$ cat src/rtl/ddd_pkg.sv
// ddd_pkg: shared vertex, color and triangle-word layout for the 3D pipeline
package ddd_pkg;

    localparam int COORD_W   = 16;
    localparam int VERTEX_W  = 3 * COORD_W;
    localparam int COLOR_W   = 16;
    localparam int WORD_W    = COLOR_W + 3 * VERTEX_W;
    localparam int COLOR_LSB = 3 * VERTEX_W;
    localparam int V1_LSB    = 2 * VERTEX_W;
    localparam int V2_LSB    = VERTEX_W;
    localparam int V3_LSB    = 0;

    typedef struct packed {
        logic signed [COORD_W-1:0] x;
        logic signed [COORD_W-1:0] y;
        logic signed [COORD_W-1:0] z;
    } vec3_t;

    // Component-wise difference; 16-bit wrap-around is intended.
    function automatic vec3_t vec_sub(input vec3_t a, input vec3_t b);
        vec3_t d;
        d.x = a.x - b.x;
        d.y = a.y - b.y;
        d.z = a.z - b.z;
        return d;
    endfunction

    // Vertex idx (0 = v1, 1 = v2, 2 = v3) of a triangle-memory word.
    function automatic vec3_t word_vertex(input logic [WORD_W-1:0] w, input int idx);
        return w[V1_LSB - idx * VERTEX_W +: VERTEX_W];
    endfunction

endpackage

$ cat src/rtl/triangle_feeder_pipeline.sv
// triangle_feeder_pipeline: fixed-depth register delay line with sync clear
module triangle_feeder_pipeline #(
    parameter int WIDTH = 1,
    parameter int DEPTH = 2
) (
    input  logic             clk,
    input  logic             rst,
    input  logic [WIDTH-1:0] i_data,
    output logic [WIDTH-1:0] o_data
);

    logic [WIDTH-1:0] r_sr [DEPTH];

    // Shift the input through DEPTH stages; reset flushes anything in flight.
    always_ff @(posedge clk) begin
        if (rst) begin
            for (int k = 0; k < DEPTH; k++) r_sr[k] <= '0;
        end else begin
            r_sr[0] <= i_data;
            for (int k = 1; k < DEPTH; k++) r_sr[k] <= r_sr[k-1];
        end
    end

    assign o_data = r_sr[DEPTH-1];

endmodule

$ cat src/rtl/triangle_feeder.sv
// triangle_feeder: streams one frame of triangles as camera-relative vertices
module triangle_feeder
    import ddd_pkg::*;
#(
    parameter int ADDR_WIDTH   = 8,
    parameter int BRAM_LATENCY = 2,
    parameter int NEAR_Z       = 16
) (
    input  logic                  clk,
    input  logic                  rst,
    input  logic                  start,
    input  logic [ADDR_WIDTH:0]   tri_count,
    input  logic [VERTEX_W-1:0]   camera_pos,
    output logic [ADDR_WIDTH-1:0] tri_addr,
    input  logic [WORD_W-1:0]     tri_data,
    output logic [VERTEX_W-1:0]   vertex,
    output logic [COLOR_W-1:0]    color,
    output logic                  new_triangle_out,
    output logic                  done_out,
    output logic                  busy
);

    localparam logic [1:0] S_IDLE   = 2'd0;
    localparam logic [1:0] S_PRIME  = 2'd1;
    localparam logic [1:0] S_EMIT   = 2'd2;
    localparam logic [1:0] S_FINISH = 2'd3;

    localparam logic signed [COORD_W-1:0] NEAR_Z_C = COORD_W'(NEAR_Z);
    localparam logic [ADDR_WIDTH:0]       CNT_ONE  = (ADDR_WIDTH + 1)'(1);

    logic [1:0]            r_state;
    vec3_t                 r_cam;
    logic [ADDR_WIDTH-1:0] r_addr;
    logic                  r_rd;
    logic [ADDR_WIDTH:0]   r_iss_left;
    logic [1:0]            r_iss_ph;
    logic [ADDR_WIDTH:0]   r_emit_left;
    vec3_t [2:0]           r_stage;
    logic [COLOR_W-1:0]    r_stage_color;
    logic                  r_vis;
    logic                  r_act;
    logic [1:0]            r_vsel;
    logic [VERTEX_W-1:0]   r_vertex;
    logic [COLOR_W-1:0]    r_color;
    logic                  r_new;
    logic                  r_done;

    logic        w_accept;
    logic        w_active;
    logic        w_rd_dly;
    logic        w_load;
    logic        w_last_vtx;
    logic        w_show;
    logic        w_vis;
    vec3_t [2:0] w_rel;

    // A start pulse is taken only when fully idle, including the done cycle.
    assign w_accept   = start && r_state == S_IDLE && !r_done;
    assign w_active   = r_state == S_PRIME || r_state == S_EMIT;
    assign w_load     = w_rd_dly && w_active;
    assign w_last_vtx = r_act && r_vsel == 2'd2;
    assign w_show     = r_act && r_vis;
    assign w_vis      = w_rel[0].z >= NEAR_Z_C && w_rel[1].z >= NEAR_Z_C && w_rel[2].z >= NEAR_Z_C;

    // Camera-relative vertices of the word currently on the memory bus.
    always_comb begin
        for (int k = 0; k < 3; k++) w_rel[k] = vec_sub(word_vertex(tri_data, k), r_cam);
    end

    triangle_feeder_pipeline #(
        .WIDTH (1),
        .DEPTH (BRAM_LATENCY)
    ) u_rd_valid (
        .clk    (clk),
        .rst    (rst),
        .i_data (r_rd),
        .o_data (w_rd_dly)
    );

    // Frame sequencing: zero-length frames skip straight to the done cycle.
    always_ff @(posedge clk) begin
        if (rst) begin
            r_state <= S_IDLE;
        end else begin
            case (r_state)
                S_IDLE:   if (w_accept) r_state <= (tri_count == '0) ? S_FINISH : S_PRIME;
                S_PRIME:  if (w_load) r_state <= S_EMIT;
                S_EMIT:   if (w_last_vtx && r_emit_left == CNT_ONE) r_state <= S_FINISH;
                default:  r_state <= S_IDLE;
            endcase
        end
    end

    // Read issue: one address every 3 cycles so fetches match the slot rate.
    always_ff @(posedge clk) begin
        if (rst) begin
            r_addr     <= '0;
            r_rd       <= 1'b0;
            r_iss_left <= '0;
            r_iss_ph   <= '0;
            r_cam      <= '0;
        end else if (w_accept) begin
            r_addr     <= '0;
            r_rd       <= tri_count != '0;
            r_iss_left <= (tri_count == '0) ? '0 : tri_count - CNT_ONE;
            r_iss_ph   <= '0;
            r_cam      <= camera_pos;
        end else if (w_active) begin
            r_rd       <= r_iss_ph == 2'd2 && r_iss_left != '0;
            r_addr     <= (r_iss_ph == 2'd2 && r_iss_left != '0) ? r_addr + 1'b1 : r_addr;
            r_iss_left <= (r_iss_ph == 2'd2 && r_iss_left != '0) ? r_iss_left - CNT_ONE : r_iss_left;
            r_iss_ph   <= (r_iss_ph == 2'd2) ? 2'd0 : r_iss_ph + 2'd1;
        end else begin
            r_rd       <= 1'b0;
            r_addr     <= '0;
        end
    end

    // Staging: capture each returning word so its three vertex cycles never stall.
    always_ff @(posedge clk) begin
        if (rst) begin
            r_emit_left   <= '0;
            r_stage       <= '0;
            r_stage_color <= '0;
            r_vis         <= 1'b0;
            r_act         <= 1'b0;
            r_vsel        <= '0;
        end else begin
            if (w_accept) r_emit_left <= tri_count;
            else if (w_last_vtx && r_state == S_EMIT) r_emit_left <= r_emit_left - CNT_ONE;
            if (w_load) begin
                r_stage       <= w_rel;
                r_stage_color <= tri_data[COLOR_LSB +: COLOR_W];
                r_vis         <= w_vis;
                r_act         <= 1'b1;
                r_vsel        <= '0;
            end else if (r_act) begin
                r_vsel        <= r_vsel + 2'd1;
                r_act         <= r_vsel != 2'd2;
            end
        end
    end

    // Registered outputs: culled slots and idle cycles drive zeros.
    always_ff @(posedge clk) begin
        if (rst) begin
            r_vertex <= '0;
            r_color  <= '0;
            r_new    <= 1'b0;
            r_done   <= 1'b0;
        end else begin
            r_vertex <= w_show ? r_stage[r_vsel] : '0;
            r_color  <= w_show ? r_stage_color : '0;
            r_new    <= w_show && r_vsel == 2'd0;
            r_done   <= r_state == S_FINISH;
        end
    end

    assign tri_addr         = r_addr;
    assign vertex           = r_vertex;
    assign color            = r_color;
    assign new_triangle_out = r_new;
    assign done_out         = r_done;
    assign busy             = r_state != S_IDLE || r_done;

endmodule

$ cat config.mk
export PLATFORM = sky130hd
export DESIGN_NAME = triangle_feeder
export DESIGN_NICKNAME = d
export VERILOG_FILES = /design/src/rtl/ddd_pkg.sv /design/src/rtl/triangle_feeder_pipeline.sv /design/src/rtl/triangle_feeder.sv
export SDC_FILE = /design/constraint.sdc
export NUM_CORES = 1
export LEC_CHECK = 0
export BUFFER_PORTS_ARGS = -buffer_cell sky130_fd_sc_hd__clkbuf_2
export CELL_PAD_IN_SITES_DETAIL_PLACEMENT = 0
export CELL_PAD_IN_SITES_GLOBAL_PLACEMENT = 1
export CORE_ASPECT_RATIO = 0.5
export CORE_MARGIN = 8
export CORE_UTILIZATION = 35
export CTS_BUF_LIST = sky130_fd_sc_hd__clkbuf_2 sky130_fd_sc_hd__clkbuf_4 sky130_fd_sc_hd__clkbuf_8
export CTS_CLUSTER_DIAMETER = 120
export DETAILED_ROUTE_END_ITERATION = 12
export GPL_ROUTABILITY_DRIVEN = 0
export PLACE_DENSITY = 0.77
export SKIP_LAST_GASP = 1
export SYNTH_ARGS = -nofsm -noshare
export SYNTH_HDL_FRONTEND = slang
export SYNTH_SLANG_ARGS = --single-unit
$ cat constraint.sdc
create_clock -name clk -period 5.1 [get_ports clk]
set_clock_uncertainty 0.2 [all_clocks]
set_input_delay 0.255 -clock clk [delete_from_list [all_inputs] [get_ports clk]]
set_output_delay 0.255 -clock clk [all_outputs]
set_load 0.005 [all_outputs]
* Word-level counts from Yosys, hierarchy flattened
Memories as Yosys holds them, arrays and structs flattened.
Cells that the tools add are included.
** Operators by class
- $add $sub $neg :: 15
- $lt $le $gt $ge :: 4
- Equality and inequality tests :: 10
- Multiplexer cells :: 23
- Bitwise gates (word level) :: 4
- Reductions and logical operators :: 29
** Operators by type and width (count)
- subtractor 16 bit :: 9
- binary-select mux 48 bit (select 2 bit) :: 1
- 2-to-1 mux 9 bit :: 6
- greater-or-equal comparator 16 x 6 -> 1 bit (second input constant) :: 3
- 2-to-1 mux 48 bit :: 1
- subtractor 9 x 1 -> 9 bit (second input constant) :: 3
- nonzero test 9 bit :: 2
- logical AND 1 bit :: 11
- 2-to-1 mux 2 bit :: 5
- == test 9 x 1 -> 1 bit (second input constant) :: 1
- zero test 9 bit :: 1
- 2-to-1 mux 1 bit :: 9
- adder 8 x 1 -> 8 bit (second input constant) :: 1
- == test 2 bit (second input constant) :: 4
- nonzero test 2 bit :: 4
- != test 2 bit (second input constant) :: 3
- one-hot mux 2 bit (3 select lines) :: 1
- OR reduction 2 bit :: 3
- adder 2 x 1 -> 2 bit (second input constant) :: 2
- zero test 2 bit :: 2
- less-than comparator 2 x 3 -> 1 bit (second input constant) :: 1
- AND reduction 3 bit :: 1
- OR reduction 3 bit :: 1
- == test 2 x 1 -> 1 bit (second input constant) :: 1
- other kinds (6) :: 9
** Word-level totals
- Register bits after elaboration :: 309
- RAM bits :: 2
- Bits of input ports :: 220
- Logic and storage cells :: 112
- Memories kept :: 1
** Memory list
- u_rd_valid.r_sr :: depth 2, width 1, read ports 2, clocked after Yosys merged registers in 0, write ports 2, line triangle_feeder_pipeline.sv:12 : logic [WIDTH-1:0] r_sr [DEPTH];

* Depth between registers and ports, before layout
- Word-level depth :: 5
- Gate-level depth with buffers :: 13
- Gate-level depth less buffers :: 13

* Hierarchy
A second synthesis with hierarchy kept.
** Second synthesis, totals
- Cell total of the unflattened synthesis :: 2261
- Area, all modules :: 17694.5 µm²
** Modules (own cells, without submodules)
- triangle_feeder :: times used 1, cells an instance 2257, area an instance 17641.9 µm², sequential area each 6185.9 µm²
- triangle_feeder_pipeline :: times used 1, cells an instance 4, area an instance 52.6 µm², sequential area each 40.0 µm²

* Worst setup path after synthesis
Ideal clock, no wire load.
- Kind :: register to register
- Start :: reg r_cam[0] (netlist bit)
- End :: reg r_vis
- Setup time :: 131 ps
- Arrival time :: 2530 ps
- Data required time :: 4769 ps
- Slack :: 2239 ps
- Stages on the path, launching flop included :: 13
- Path through :: dfxtp_1 -> ha_1 -> inv_1 -> fa_1 -> a21oi_1 -> o2111ai_1 -> o211a_1 -> o311a_1 -> o41ai_2 -> xnor2_1 -> nand2b_1 -> o31ai_1 -> o41ai_2
** On the way
- Longest elaborated chain between the ends :: 4
- Elaborated cells on any way between the ends :: 8
- Those cells by class :: 3 x add/sub; 3 x order compare; 2 x reduce/logical
** Ends and longest elaborated chain
- start, declared :: line triangle_feeder.sv:32 : vec3_t r_cam;
- start signal, assigned :: line triangle_feeder.sv:107 : r_cam <= camera_pos;
- subtractor 16 bit :: line ddd_pkg.sv:24 : d.z = a.z - b.z;
- greater-or-equal comparator 16 x 6 -> 1 bit :: line triangle_feeder.sv:63 : assign w_vis = w_rel[0].z >= NEAR_Z_C && w_rel[1].z >= NEAR_Z_C && w_rel[2].z >= NEAR_Z_C;
- logical AND 1 bit :: line triangle_feeder.sv:63
- logical AND 1 bit (*) :: line triangle_feeder.sv:63
- end signal, assigned :: line triangle_feeder.sv:134 : r_vis <= w_vis;
- end, declared :: line triangle_feeder.sv:40 : logic r_vis;
Mark *: on every way between the ends. The rest lies on a longest branch, timed or not.
A chain may end at the register's enable or synchronous reset.

* Worst setup path after layout
- Start :: reg r_state[0]
- End :: reg r_stage[95] (netlist bit)
** On the way
- Longest elaborated chain between the ends :: 3
- Elaborated cells on any way between the ends :: 4
- Those cells by class :: 2 x eq/ne; 2 x reduce/logical
** Ends and longest elaborated chain
- start, declared :: line triangle_feeder.sv:31 : logic [1:0] r_state;
- start signal, assigned :: line triangle_feeder.sv:86 : S_IDLE: if (w_accept) r_state <= (tri_count == '0) ? S_FINISH : S_PRIME;
- == test 2 x 1 -> 1 bit or == test 2 bit (tied branches) :: line triangle_feeder.sv:59 : assign w_active = r_state == S_PRIME || r_state == S_EMIT;
- logical OR 1 bit (*) :: line triangle_feeder.sv:59
- logical AND 1 bit (*) :: line triangle_feeder.sv:60 : assign w_load = w_rd_dly && w_active;
- end signal, assigned :: line triangle_feeder.sv:132 : r_stage <= w_rel;
- end, declared :: line triangle_feeder.sv:38 : vec3_t [2:0] r_stage;
Marked as above.

==> results.json <==
{
  "status": "completed",
  "core_um2": 50290,
  "cts_tree": "yes",
  "cts.repair.resized": 0,
  "setup.worst_path.end_class": "register",
  "yosysUniqueCellTypes": 70,
  "hp-start": "start",
  "power.switching_mw": 2.709,
  "number_of_violations_reported_at_the_end_of_detailed_routing_iteration_0": 764,
  "setup-violations-final": 0,
  "vias_per_cell": 4.956,
  "synth-seq-cells": 311,
  "netlist.top_cell.by_area": "dfxtp_1",
  "power.static_leakage_nw": 9.152,
  "grt.total_usage_pct": 18.42,
  "power.density_cell_area_nw_per_um2": 340.3,
  "ctsLongestPathBuffers": 3,
  "grt_overflow": 0,
  "synthDominantCellAreaShare_pct": 34.87,
  "timing.final.max_slew_violations": 0,
  "synth_ff_type": "dfxtp_1",
  "synth_async_sr_flop_share_pct": 0,
  "antenna_left": 0,
  "seq_area_frac_synth_pct": 34.87,
  "required_ns": 5.45,
  "finalWirelength_um": 56650,
  "nNetsFinal": 3068,
  "route.detailed.drc": 0,
  "startpoint_class_of_the_critical_path": "register",
  "crit_type": "reg2reg",
  "drt_pre_antenna_iters": 5,
  "internal_power_mw": 5.021,
  "max_freq_mhz": 230.7,
  "share_seq_of_total_power_pct": 34.9,
  "chipHeight_um": 175.7,
  "grt_setup_unrepaired": "false",
  "power.clock.fraction_pct": 30.7,
  "grt_start_max_net_pins": 87,
  "worstReg2RegEnd": "r_stage[95]$_SDFFE_PP0P_",
  "timing_worst_slew_pin_value_ns": 1.089,
  "cell_count_after_synthesis": 2268,
  "sw_share_pct": 35.05,
  "worst_skew_pair.late_latency_ns": 0.61,
  "timing.final.hold_violations": 0,
  "num_vias": 16950,
  "post_synthesis_cell_area_um2": 17850,
  "cts_hold_repair.buffers": 166,
  "setup_total_negative_slack_ns": 0,
  "register_to_register_path_depth": 10,
  "top_level_i_o_count": 295,
  "synthTopCellsByArea": "dfxtp_1, ha_1, a21oi_1",
  "root_buffer": "clkbuf_8",
  "clock_sink_count": 311,
  "yosys_warnings": 0,
  "share_comb_of_total_power_pct": 34.4,
  "p_total_mw": 7.730,
  "cts_setup_buffers": 0,
  "worstPathArrival_ns": 4.68,
  "cts_buffers": 49,
  "slew-limit-headroom_pct": 27.21,
  "buffer_ports.inserted": 294,
  "grt_pass1_vias": 16610,
  "synth_fp_nets": 2643,
  "n_antenna_cell": 0,
  "syn2layout_area_growth_pct": 27.22,
  "cts.reportedPaths.clkPinSlew_ns": 0.07,
  "cts-htree-levels": 2,
  "die_w_um": 335.4,
  "finalCriticalPeriod_ns": 4.334,
  "detail_route.wl_per_cell_um": 16.57,
  "setup.reg_to_reg.worst_slack_ns": 0.77,
  "fp.dieArea_um2": 58930,
  "placementRows": 58,
  "critical_path.reg2reg.startpoint": "r_state[0]$_SDFFE_PP0P_",
  "synth-edff-count": 0,
  "ir_worst_vdd_mv": 0.1909,
  "dp.final_hpwl_um": 40960,
  "maxCapViolCount": 0,
  "start_util_pct": 35.50,
  "grt_antenna_before_repair": 0,
  "critical_path.max_fanout": 41,
  "fin_crit_sh_pct": 84.98,
  "fraction_of_final_layout_cells_with_drive_strength_greater_than_1_pct": 15.71,
  "hold_path_depth": 5,
  "worst_min_path_class": "in2reg",
  "timing.hold.worst_endpoint": "r_cam[37]$_SDFFE_PP0P_",
  "synth.avg_cell_area_um2": 7.872,
  "grt_pass1_wl_um": 88570
}
-- cell usage in the layout (no fill, tap or decap), drive strengths merged, types with 15 or more instances in the layout --
cell type / instances
buf: 16
nand3b: 18
nand3: 52
or3: 28
nor3: 81
a21o: 17
xor2: 36
ha: 146
dfxtp: 311
o21a: 19
dlygate4sd3: 166
o21ai: 71
xnor2: 69
nand2: 346
a21boi: 18
nand2b: 15
clkbuf: 369
and2: 23
mux2i: 51
nor2b: 34
a211oi: 43
a21oi: 285
o31ai: 22
nor2: 235
inv: 94
-- power groups by stage --
stage / clock, mW / combinational (mW) / sequential (mW)
floorplan: 0 / 1.88 / 2.72
global placement: 0 / 2.50 / 2.75
detailed placement: 0 / 2.52 / 2.75
CTS: 2.46 / 2.67 / 2.70
global route: 2.57 / 2.99 / 2.72
finish: 2.37 / 2.66 / 2.70
-- final cells by class --
| type | count | area (µm²) |
|---|---|---|
| inverter | 94 | 352.8 |
| multi-input combinational | 1762 | 10920 |
| tap | 690 | 863.3 |
| sequential | 311 | 6231 |
| clock inverter | 12 | 112.6 |
| timing repair buffer | 475 | 3252 |
| clock buffer | 76 | 977.2 |
| fill | 5069 | 27580 |
-- how the worst max path moves through the flow --
stage,cells past startpoint,from,endpoint,slack (ns)
3_3_place_gp,9,r_state[0]$_SDFFE_PP0P_,r_stage[143]$_SDFFE_PP0P_,1.80
3_5_place_dp,13,tri_data[96],r_vis$_SDFFE_PP0P_,1.76
6_report,10,r_state[0]$_SDFFE_PP0P_,r_stage[95]$_SDFFE_PP0P_,0.77
2_1_floorplan,12,r_cam[0]$_SDFFE_PP0P_,r_vis$_SDFFE_PP0P_,2.24
5_1_grt,10,r_state[0]$_SDFFE_PP0P_,r_stage[95]$_SDFFE_PP0P_,0.52
4_1_cts,10,r_state[0]$_SDFFE_PP0P_,r_stage[95]$_SDFFE_PP0P_,0.76
-- logic make-up after synthesis --
group                      synth area share [%]
AOI/OAI and AO/OA                         18.69
xor gates and xnor gates                  5.151
adders and majority gates                 11.24
buffers and inverters                     4.107
DFF                                       34.87
muxes                                     2.859
and+or+nand+nor                           23.08
-- per-layer routing --
metal	routed length, µm	global-route usage [%]	vias up
li1	-	-	8740
met1	24900	22.81	7860
met2	28530	33.22	273
met3	2066	2.970	78
met4	1150	4.480	0
met5	0	0	-
-- through the flow --
step / hold WS (ns) / worst slack, ns / area (µm²) / instances / util [%]
global placement: 0.2165 / 1.799 / 19960 / 3166 / 39.69
CTS: 0.0001905 / 0.7613 / 22710 / 3420 / 45.16
finish: 0.04995 / 0.7661 / 22710 / 3420 / 45.16
global route: 0.03309 / 0.5181 / 22710 / 3420 / 45.16
detailed placement: 0.2245 / 1.763 / 19960 / 3166 / 39.69
floorplan: 0.1910 / 2.239 / 17850 / 2268 / -
-- synth_stat cells, drive strengths merged, types with 4 or more instances --
cell type,instances
o21ai,71
o2111ai,6
or4,14
nand2,346
nand2b,15
a21oi,285
nand4b,6
dfxtp,311
nor3b,11
buf,19
nand3b,18
a211oi,43
mux2i,51
a21o,17
o21bai,9
or3,28
and3,7
nand3,52
nor2,235
a22oi,5
a21boi,18
nand4,7
xnor2,69
inv,94
or2,12
a41oi,4
nor3,81
o21a,19
and2,23
a22o,5
a31oi,11
o31ai,22
clkbuf,82
a211o,4
fa,9
xor2,36
nor4,5
ha,146
nor2b,34
o211ai,8
-- flip-flops by register name (all words and copies together) (netlist names), 8 cells and up --
signal and flops:
r_iss_left 9, color 16, r_cam 48, r_stage_color 16
r_stage 144, vertex 48, tri_addr 8, r_emit_left 9
-- critical path, cell delays in order, from the launching register on --
cell and delay, ns:
dfxtp_1 0.39, inv_1 0.09, ha_1 0.43, and2_4 0.53, nand2b_1 0.49, buf_4 0.35
or4_1 0.46, dlygate4sd3_1 0.57, nor3_1 0.12, nand2b_1 0.12, dlygate4sd3_1 0.54
(Power assumes the default switching activity.)
